==> src/rtl/hazard_pkg.sv <==
// ============================================================================
// Module      : hazard_pkg
// Description : Shared forward-select encodings, shadow-stage record and the
//               producer-qualification rule used by the hazard/forwarding unit.
// Revision    : 1.0 - initial release
// ============================================================================
`default_nettype none

package hazard_pkg;

    // Shadow records carry rd at this fixed width; narrower REG_AW values are zero-extended.
    localparam int MAX_REG_AW = 8;

    localparam logic [1:0] FWD_RF    = 2'b00;
    localparam logic [1:0] FWD_EXMEM = 2'b01;
    localparam logic [1:0] FWD_MEMWB = 2'b10;

    typedef struct packed {
        logic                  valid;
        logic [MAX_REG_AW-1:0] rd;
        logic                  reg_write;
        logic                  is_load;
    } stage_t;

    function automatic logic qualifies(
        input stage_t                s,
        input logic [MAX_REG_AW-1:0] rs,
        input logic                  rs_used,
        input logic                  x0_zero
    );
        return s.valid && s.reg_write && rs_used && (s.rd == rs) &&
               !(x0_zero && (rs == '0));
    endfunction

endpackage

`default_nettype wire

==> src/rtl/hazard_stage_reg.sv <==
// ============================================================================
// Module      : hazard_stage_reg
// Description : One shadow pipeline stage with hold, bubble and load controls.
// Revision    : 1.0 - initial release
// ============================================================================
`default_nettype none

module hazard_stage_reg
    import hazard_pkg::*;
(
    input  logic   clk,
    input  logic   rst_n,
    input  logic   load,
    input  logic   bubble,
    input  logic   hold,
    input  stage_t d,
    output stage_t q
);

    // Priority: hold beats bubble beats load.
    always_ff @(posedge clk or negedge rst_n) begin
        if (!rst_n) begin
            q <= '0;
        end else if (!hold) begin
            if (bubble) begin
                q <= '0;
            end else if (load) begin
                q <= d;
            end
        end
    end

endmodule

`default_nettype wire

==> src/rtl/hazard_fwd_unit.sv <==
// ============================================================================
// Module      : hazard_fwd_unit
// Description : Load-use stall detection and EX operand forwarding selects
//               for a classic five-stage pipeline, with flush and freeze.
// Revision    : 1.0 - initial release
// ============================================================================
`default_nettype none

module hazard_fwd_unit
    import hazard_pkg::*;
#(
    parameter int REG_AW  = 5,
    parameter int CNT_W   = 16,
    parameter bit X0_ZERO = 1'b1
)(
    input  logic              clk,
    input  logic              rst_n,
    input  logic              id_valid,
    input  logic [REG_AW-1:0] id_rs1,
    input  logic [REG_AW-1:0] id_rs2,
    input  logic              id_rs1_used,
    input  logic              id_rs2_used,
    input  logic [REG_AW-1:0] id_rd,
    input  logic              id_reg_write,
    input  logic              id_is_load,
    input  logic              ex_flush,
    input  logic              mem_busy,
    output logic              stall,
    output logic [1:0]        fwd_a,
    output logic [1:0]        fwd_b,
    output logic [CNT_W-1:0]  stall_cnt
);

    logic [MAX_REG_AW-1:0] rs1_ext;
    logic [MAX_REG_AW-1:0] rs2_ext;
    stage_t                id_stage;
    stage_t                ex_q;
    stage_t                mem_q;
    stage_t                wb_q;
    logic                  load_use;
    logic                  lu_stall;
    logic                  ex_bubble;
    logic [1:0]            fwd_a_nxt;
    logic [1:0]            fwd_b_nxt;
    logic                  unused_wb;

    assign rs1_ext  = MAX_REG_AW'(id_rs1);
    assign rs2_ext  = MAX_REG_AW'(id_rs2);
    assign id_stage = '{valid:     id_valid,
                        rd:        MAX_REG_AW'(id_rd),
                        reg_write: id_reg_write,
                        is_load:   id_is_load};

    assign load_use = id_valid && ex_q.is_load &&
                      (qualifies(ex_q, rs1_ext, id_rs1_used, X0_ZERO) ||
                       qualifies(ex_q, rs2_ext, id_rs2_used, X0_ZERO));

    // A taken branch kills the dependent ID instruction, so it cancels the load-use stall.
    assign lu_stall  = load_use && !ex_flush;
    assign stall     = rst_n && (mem_busy || lu_stall);
    assign ex_bubble = ex_flush || lu_stall || !id_valid;

    // The newer (EX) producer takes precedence over the older (MEM) one.
    always_comb begin
        fwd_a_nxt = FWD_RF;
        fwd_b_nxt = FWD_RF;
        if (qualifies(ex_q, rs1_ext, id_rs1_used, X0_ZERO)) begin
            fwd_a_nxt = FWD_EXMEM;
        end else if (qualifies(mem_q, rs1_ext, id_rs1_used, X0_ZERO)) begin
            fwd_a_nxt = FWD_MEMWB;
        end
        if (qualifies(ex_q, rs2_ext, id_rs2_used, X0_ZERO)) begin
            fwd_b_nxt = FWD_EXMEM;
        end else if (qualifies(mem_q, rs2_ext, id_rs2_used, X0_ZERO)) begin
            fwd_b_nxt = FWD_MEMWB;
        end
    end

    hazard_stage_reg u_ex_stage (
        .clk    (clk),
        .rst_n  (rst_n),
        .load   (1'b1),
        .bubble (ex_bubble),
        .hold   (mem_busy),
        .d      (id_stage),
        .q      (ex_q)
    );

    hazard_stage_reg u_mem_stage (
        .clk    (clk),
        .rst_n  (rst_n),
        .load   (1'b1),
        .bubble (ex_flush),
        .hold   (mem_busy),
        .d      (ex_q),
        .q      (mem_q)
    );

    hazard_stage_reg u_wb_stage (
        .clk    (clk),
        .rst_n  (rst_n),
        .load   (1'b1),
        .bubble (1'b0),
        .hold   (mem_busy),
        .d      (mem_q),
        .q      (wb_q)
    );

    // WB is tracked for completeness of the shadow pipeline; nothing forwards from it.
    assign unused_wb = ^wb_q;

    always_ff @(posedge clk or negedge rst_n) begin
        if (!rst_n) begin
            fwd_a <= FWD_RF;
            fwd_b <= FWD_RF;
        end else if (!mem_busy) begin
            if (ex_bubble) begin
                fwd_a <= FWD_RF;
                fwd_b <= FWD_RF;
            end else begin
                fwd_a <= fwd_a_nxt;
                fwd_b <= fwd_b_nxt;
            end
        end
    end

    always_ff @(posedge clk or negedge rst_n) begin
        if (!rst_n) begin
            stall_cnt <= '0;
        end else if (stall && (stall_cnt != {CNT_W{1'b1}})) begin
            stall_cnt <= stall_cnt + CNT_W'(1);
        end
    end

endmodule

`default_nettype wire
==> config.mk <==
export PLATFORM = sky130hd
export DESIGN_NAME = hazard_fwd_unit
export DESIGN_NICKNAME = d
export VERILOG_FILES = /design/src/rtl/hazard_pkg.sv /design/src/rtl/hazard_stage_reg.sv /design/src/rtl/hazard_fwd_unit.sv
export SDC_FILE = /design/constraint.sdc
export NUM_CORES = 1
export LEC_CHECK = 0
export CAP_MARGIN = 10
export CORE_MARGIN = 4
export CORE_UTILIZATION = 30
export DETAILED_ROUTE_END_ITERATION = 7
export PLACE_DENSITY = 0.59
export SLEW_MARGIN = 20
export SYNTH_ARGS = -nofsm -noshare
export SYNTH_HDL_FRONTEND = slang
export SYNTH_HIERARCHICAL = 1
export SYNTH_SLANG_ARGS = --single-unit
==> constraint.sdc <==
create_clock -name clk -period 1.8 [get_ports clk]
set_input_delay 0.18 -clock clk [delete_from_list [all_inputs] [get_ports clk]]
set_output_delay 0.18 -clock clk [all_outputs]
set_load 0.02 [all_outputs]
**After elaboration in Yosys (flattened, before gate mapping)**

Index checks and enable logic that the tools add are counted.

- Logic and storage cells: 53
- Output and inout bits: 21
- Register bits after elaboration: 41
- Bits of input ports: 24

- Reduce and logical (&&, ||, !) cells: 29
- Add/sub/neg operators: 1
- Muxes and demuxes: 8
- Equality and inequality tests: 5

Operators by type and width:

| cell | count |
|---|---|
| 8-bit by 5-bit == test with 1-bit output | 4 |
| 11-bit two-way mux | 2 |
| 1-bit logical AND | 19 |
| 16-bit by 1-bit adder with 16-bit output, second input constant | 1 |
| 8-bit zero test | 2 |
| 16-bit inequality test, second input constant | 1 |
| 2-bit two-way mux | 6 |
| 1-bit zero test | 4 |
| 1-bit logical OR | 4 |

**Logic depth before layout (Yosys ltp)**

Gate-level depths: netlist of the first run.

- Depth in word-level cells: 10
- Mapped depth: 8
- Depth with buffers taken out: 7

**Modules after synthesis**

The synthesis of the first run kept the hierarchy.

Modules (own cells, without submodules):

| module | seq. area each (µm²) | cells each | times used | area each (µm²) |
|---|---|---|---|---|
| hazard_fwd_unit | 500.5 | 144 | 1 | 1360.1 |
| hazard_stage_reg | 275.3 | 61 | 2 | 636.9 |

**Least setup slack after synthesis of the first run**

OpenSTA, ideal clock, no wires.

- Kind: register to register
- From: register stall_cnt[0]
- To: register stall_cnt[15]
- Path slack: -0.312 ns
- Cell stages (with the launch flop): 8
- Required time: 1.671 ns
- Data arrival time: 1.982 ns
- Buffers on the path: 0
- Cells stage by stage: dfrtp_1 -> ha_1 -> nand3_1 -> nor4_1 -> a2111oi_2 -> nand4_1 -> or3_1 -> xnor2_1

- Longest elaborated chain between the ends: 2
- Elaborated cells on any way between the ends: 3
- Classes of those cells: add/sub: 1; eq/ne: 1; reduce/logical: 1

RTL lines:

| what | RTL line | RTL |
|---|---|---|
| from (decl) | hazard_fwd_unit.sv:31 | `output logic [CNT_W-1:0] stall_cnt` |
| from (signal assigned) | hazard_fwd_unit.sv:131 | `stall_cnt <= stall_cnt + CNT_W'(1);` |
| parallel branches: the longest is 2 deep, another holds 16-bit by 1-bit adder with 16-bit output | -- |  |

Parallel ways; which one is timed is not known.
A chain may end at the register's enable or synchronous reset.

**Worst setup path in the final report of the first run**

- From: register u_ex_stage/q[4] (netlist bit)
- To: register stall_cnt[1]

- Longest elaborated chain between the ends: 9
- Elaborated cells on any way between the ends: 12
- Classes of those cells: eq/ne: 2; reduce/logical: 10

RTL lines:

| what | RTL line | RTL |
|---|---|---|
| from (decl) | hazard_stage_reg.sv:17 | `output stage_t q` |
| from (signal assigned) | hazard_stage_reg.sv:23 | `q <= '0;` |
| from (signal assigned) | hazard_stage_reg.sv:26 | `q <= '0;` |
| from (signal assigned) | hazard_stage_reg.sv:28 | `q <= d;` |
| 8-bit by 5-bit == test with 1-bit output | hazard_pkg.sv:31 | `return s.valid && s.reg_write && rs_used && (s.rd == rs) &&` |
| 1-bit logical AND (2 in a row) | hazard_pkg.sv:31 |  |
| 1-bit logical OR * | hazard_fwd_unit.sv:55 | `(qualifies(ex_q, rs1_ext, id_rs1_used, X0_ZERO) \|\|` |
| 1-bit logical AND * | hazard_fwd_unit.sv:54 | `assign load_use = id_valid && ex_q.is_load &&` |
| 1-bit logical AND * | hazard_fwd_unit.sv:59 | `assign lu_stall = load_use && !ex_flush;` |
| 1-bit logical OR * | hazard_fwd_unit.sv:60 | `assign stall = rst_n && (mem_busy \|\| lu_stall);` |
| 1-bit logical AND * | hazard_fwd_unit.sv:60 |  |
| 1-bit logical AND * | hazard_fwd_unit.sv:130 | `end else if (stall && (stall_cnt != {CNT_W{1'b1}})) begin` |

Every way passes the cells marked *; elsewhere a longest branch is shown, timed or not.

==> flow_summary_export.csv, run 1 <==
group,metric,value,unit
drt,avgViaCountPerCell,4.86,
critical_path,crit_chain,"xnor2_2 > nand4_1 > nor4_4 > nor3_2 > buf_4 > nor3_4 > mux2_4",
clocking,cts_tree,"done",
global_route,overflow,0,
drt,wl,7010,um
timing,relSlewSlack,55.2,%
timing,worst_slew_pin_slew,0.672,ns
critical_path,cp.required,1.99,ns
global_route,grt_pass1_vias,2251,
clocking,clockRootBuffer,"clkbuf_8",
clocking,clock_latency,0.31,ns
die,rows,33,
timing,min_period,1.96,ns
placed_design,port_buffers,44,
global_route,grtUsageMet2,22.8,%
global_route,busiest_layer,"met2",
pwr,power_density,728,nW/um^2
critical_path,endpoint_kind,"flop",
global_route,met1_usage,19.2,%
critical_path,path_delay_family,"simple AND/OR/NAND/NOR gates",
die,io_pins,45,
die,dieArea,10100,um^2
cells_and_area,final_util,46.8,%
timing,setup_viol,10,
cells_and_area,mostFrequentLayoutCell,"buf_4",
drt,wl_per_cell,14.9,um
drt,drtAntennaViolNets,0,
critical_path,worstPathMaxFanout,5,
critical_path,worstRegToRegCells,7,
timing,setup_slack,-0.157,ns
die,core,8300,um^2
outcome,status,"finished, violations left",
die,initial_core_util,31.1,%
timing,finalSetupTns,-0.769,ns
critical_path,cpMaxStageDelayCell,"dfrtp_2",
global_route,grt_pass1_wl,11300,um
timing,rsz0062_at_grt,"true",
clocking,cts.sinks,41,
clocking,path_clk_slew,0.09,ns
cells_and_area,fill_cells,793,
cells_and_area,layout_common_cells,"buf_4 (56), dfrtp_1 (35), clkdlybuf4s50_1 (34), inv_1 (25), nand2_1 (25)",
critical_path,reg2reg_to,"stall_cnt[1]",
flow_run,maxCapViolCount,0,
clocking,cts_max_level,2,
die,die_w,101,um
pwr,vdd_ir_drop_max,0.288,mV
critical_path,critPathCapture,"stall_cnt[1]",
die,die_y,101,um
drt,first_iter_violations,104,
global_route,grt.total_usage,14.1,%
cells_and_area,diodes,0,
timing,slew_violations,0,
critical_path,ff2ff_setup_slack,-0.16,ns
timing,finClkSkew,0.00923,ns
placed_design,routabilityCongestion,0.785,
drt,drt_first_pass_iters,4,
placed_design,pre_cts_slack,-0.663,ns
synthesis,netlist_area,2580,um^2
synthesis,ys_warn_count,6,
timing,hold_violations,0,
cells_and_area,fin_nets,389,
critical_path,critPathArrivalTime,2.15,ns
pwr,p_leak,1.56,nW
critical_path,cpPeakStageDelay,0.48,ns
timing,fmax,511,MHz
critical_path,crit_buf_inv,1,
critical_path,r2r-start,"u_ex_stage/q[4]",
critical_path,worstSetupStartpointType,"flop",
critical_path,startpoint,"u_ex_stage/q[4]",
outcome,violations,"negative setup slack",
pwr,design_power_total,0.00282,W
clocking,clockBufferDepth,2,
critical_path,path_depth,7,
placed_design,dpl.hpwl,5230,um
synthesis,synth.avg_cell_area,9.88,um^2
cells_and_area,syn_to_final_growth,50.5,%
global_route,grt_max_degree,53,
clocking,cts_buffers,5,
global_route,antenna_found_initial,0,
timing,fin_crit_sh,109,%
min_path,hp-class,"in2async",
drt,vias,2284,
synthesis,syn_inst,261,
drt,drc,0,
critical_path,criticalPathCategory,"reg2reg",
global_route,use_met3,2.77,%
cells_and_area,drive_gt1_share,36.4,%
==> where the power goes <==
part / total (W) / internal, W / switching (W)
registers: 0.00112 / 0.00102 / 0.0000957
logic: 0.000903 / 0.000468 / 0.000435
clock network: 0.000804 / 0.000451 / 0.000352
total: 0.00282 / 0.00194 / 0.000883
==> worst min-delay path by stage <==
stage,start,end,slack (ns)
global route,rst_n,stall_cnt[15],0.42
CTS,rst_n,stall_cnt[10],0.41
floorplan,rst_n,fwd_a[0],-0.12
global placement,rst_n,stall_cnt[15],0.20
finish,rst_n,stall_cnt[15],0.40
detailed placement,rst_n,stall_cnt[15],0.21
==> through the flow <==
step	instances	area [um^2]	hold slack [ns]
after floorplan	268	2660	-0.116
after global placement	457	3550	0.204
after detailed placement	457	3550	0.210
after CTS	467	3730	0.412
after global routing	470	3880	0.424
final	470	3880	0.402
==> state kept, by name (all words and copies together), names as in the netlist <==
signal / flops
fwd_b: 2
stall_cnt: 16
fwd_a: 2
u_mem_stage/q: 10
u_ex_stage/q: 11
==> per-layer routing <==
| metal | part of all wire [%] | vias to the layer above |
|---|---|---|
| met1 | 47 | 1091 |
| met2 | 47 | 57 |
| met3 | 5.2 | 9 |
| met4 | 1.3 | 0 |
| met5 | 0 | - |
| li1 | - | 1127 |
==> worst register-to-register path, stage by stage, from the launching register on <==
cell     delay, ns
dfrtp_2       0.48
xnor2_2       0.16
nand4_1       0.17
nor4_4        0.28
nor3_2        0.10
buf_4         0.18
nor3_4        0.16
mux2_4        0.32
==> timing repair <==
item,CTS,global route
buffers inserted,1,3
hold buffers,1,0
gates cloned,0,0
resized for setup,22,34
setup endpoints to repair,27,27
pin swaps,8,13
hold endpoints to repair,41,0
==> cell type report <==
class / count / area, um^2 / share of cell area [%]
inverter: 25 / 93.8 / 2.42
timing repair buffer: 102 / 878 / 22.6
tap: 105 / 131 / 3.39
multi-input combinational: 189 / 1620 / 41.8
sequential: 41 / 1030 / 26.6
clock inverter: 2 / 37.5 / 0.967
clock buffer: 6 / 82.6 / 2.13
Note: power is estimated with default switching activity, not from simulation.
==> run 2: changes to the inputs <==
Settings changed: CORE_UTILIZATION 30 to 40, PLACE_DENSITY 0.59 to 0.72.
Clock period 1.8 ns to 1.7 ns, I/O delays scaled along.
==> flow_summary_export.csv, run 2 (synthesis results as in run 1) <==
group,metric,value,unit
die,initial_core_util,42.3,%
flow_run,maxCapViolCount,0,
cells_and_area,fill_cells,511,
die,rows,28,
pwr,p_int,0.00218,W
global_route,grt_pass1_wl,11600,um
timing,worst_slew_pin_slew,0.633,ns
pwr,p_leak,1.61,nW
drt,drtAntennaViolNets,0,
clocking,clockBufferDepth,2,
die,die_y,88.3,um
timing,holdWs,0.404,ns
clocking,clockRootBuffer,"clkbuf_8",
cells_and_area,syn_to_final_growth,54.5,%
pwr,pwr-share-seq,37.9,%
placed_design,pre_cts_slack,-0.686,ns
clocking,cts_tree,"done",
timing,hold_violations,0,
clocking,clock_latency,0.30,ns
global_route,grt.total_usage,19.3,%
clocking,cts.sinks,41,
pwr,p_comb_share,31.6,%
critical_path,critPathArrivalTime,2.11,ns
critical_path,endpoint_kind,"flop",
cells_and_area,fin_nets,401,
drt,wl,7340,um
outcome,status,"finished, violations left",
critical_path,worstSetupStartpointType,"flop",
pwr,vdd_ir_drop_max,0.968,mV
global_route,grt_pass1_vias,2411,
cells_and_area,max_flop_register,"stall_cnt",
die,io_pins,45,
placed_design,dpl.hpwl,5280,um
cells_and_area,drive_gt1_share,39.0,%
cells_and_area,diodes,0,
drt,drc,0,
critical_path,worstPathMaxFanout,4,
timing,fin_crit_sh,115,%
die,die_w,88.3,um
clocking,path_clk_slew,0.09,ns
timing,slew_violations,0,
cells_and_area,largest_reg_flops,16,
drt,first_iter_violations,100,
pwr,clkPwrFrac,30.4,%
placed_design,port_buffers,44,
timing,setup_slack,-0.250,ns
timing,rsz0062_at_grt,"true",
cells_and_area,final_util,65.4,%
cells_and_area,mostFrequentLayoutCell,"buf_4",
pwr,power_density,783,nW/um^2
timing,relSlewSlack,57.8,%
placed_design,routabilityCongestion,0.932,
drt,wl_per_cell,16.2,um
outcome,violations,"negative setup slack",
clocking,cts_buffers,5,
min_path,hp-class,"in2async",
global_route,grt_max_degree,53,
cells_and_area,layout_common_cells,"buf_4 (65), dfrtp_1 (34), clkdlybuf4s50_1 (34), nand2_1 (26), inv_1 (25)",
critical_path,criticalPathCategory,"reg2reg",
global_route,antenna_found_initial,0,
die,core,6100,um^2
drt,avgViaCountPerCell,5.31,
pwr,swShare,30.0,%
cells_and_area,final_area,3980,um^2
placed_design,dpl-instance-area,3600,um^2
timing,min_period,1.95,ns
critical_path,worstRegToRegCells,9,
pwr,p_sw,0.000935,W
clocking,cts_max_level,2,
die,dieArea,7800,um^2
drt,vias,2402,
timing,setup_viol,27,
cells_and_area,top_regs,"stall_cnt: 16 flops, u_ex_stage/q: 11 flops, u_mem_stage/q: 10 flops",
drt,drt_first_pass_iters,4,
critical_path,cp.required,1.86,ns
timing,finClkSkew,0.00741,ns
timing,fmax,513,MHz
global_route,overflow,0,
==> run 2: cell count changes in the layout (fill, tap and decap cells not counted), sizes merged, moves of 2 or more <==
cell and change:
dlymetal6s2s -2, clkbuf -2, dlygate4sd2 +4, buf +11
==> run 2: layout make-up <==
| class | instances | area [um^2] | area share [%] |
|---|---|---|---|
| Clock buffer | 5 | 68.8 | 1.73 |
| Tap cell | 75 | 93.8 | 2.36 |
| Sequential cell | 41 | 1030 | 26.0 |
| Timing Repair Buffer | 113 | 960 | 24.1 |
| Multi-Input combinational cell | 190 | 1670 | 41.9 |
| Inverter | 25 | 93.8 | 2.36 |
| Clock inverter | 3 | 65.1 | 1.63 |
==> run 2: worst max-delay path, stage by stage, from the launching register on <==
cell and delay [ns]:
dfrtp_1 0.38, and3b_2 0.26, buf_6 0.09, nand4_1 0.14, buf_4 0.19, nor3_2 0.22, o21ai_1 0.13, nand2_2 0.13
buf_4 0.15, o221ai_1 0.10
==> run 2: repair_timing <==
action / 4_1_cts / 5_1_grt
hold endpoints to repair: 41 / 0
cloned: 1 / 0
setup endpoints to repair: 27 / 27
gates resized for setup: 33 / 20
hold buffers: 1 / 0
pin swaps: 18 / 16
buffers inserted: 7 / 2
==> run 2: per-stage QoR <==
step / TNS [ns] / cells / power (W)
finish: -4.31 / 452 / 0.00312
detailed placement: -15.61 / 433 / 0.00213
global route: -6.77 / 452 / 0.00326
global placement: -14.86 / 433 / 0.00210
floorplan: -0.531 / 268 / 0.00164
CTS: -4.38 / 450 / 0.00310
==> run 2: metal layers <==
layer  wire (um)  share of wire (%)  track usage (%)  up-vias
met5           0                  0                0        -
met4         138                1.9             4.40        0
met3         296                4.0             3.35       14
met2        3820                 52             34.9       67
met1        3090                 42             24.0     1165
li1            -                  -                -     1156
==> run 2: power by group through the flow <==
stage | Combinational [W] | Sequential (W) | Clock (W)
floorplan | 0.000334 | 0.00131 | 0
global placement | 0.000905 | 0.00119 | 0
detailed placement | 0.000924 | 0.00120 | 0
CTS | 0.000957 | 0.00118 | 0.000963
global route | 0.00106 | 0.00120 | 0.00100
finish | 0.000986 | 0.00118 | 0.000950
==> run 2: worst paths after layout <==
path / start / endpoint / slack [ns]
worst min register to register: fwd_b[1] / fwd_b[1] / 0.52
max in group asynchronous: rst_n / u_ex_stage/q[5] / 1.04
worst max register to register: u_ex_stage/q[7] / u_ex_stage/q[5] / -0.25
min in group clk: id_rs1[3] / fwd_a[1] / 0.47
worst min-delay path: rst_n / stall_cnt[13] / 0.40
worst max-delay path: u_ex_stage/q[7] / u_ex_stage/q[5] / -0.25
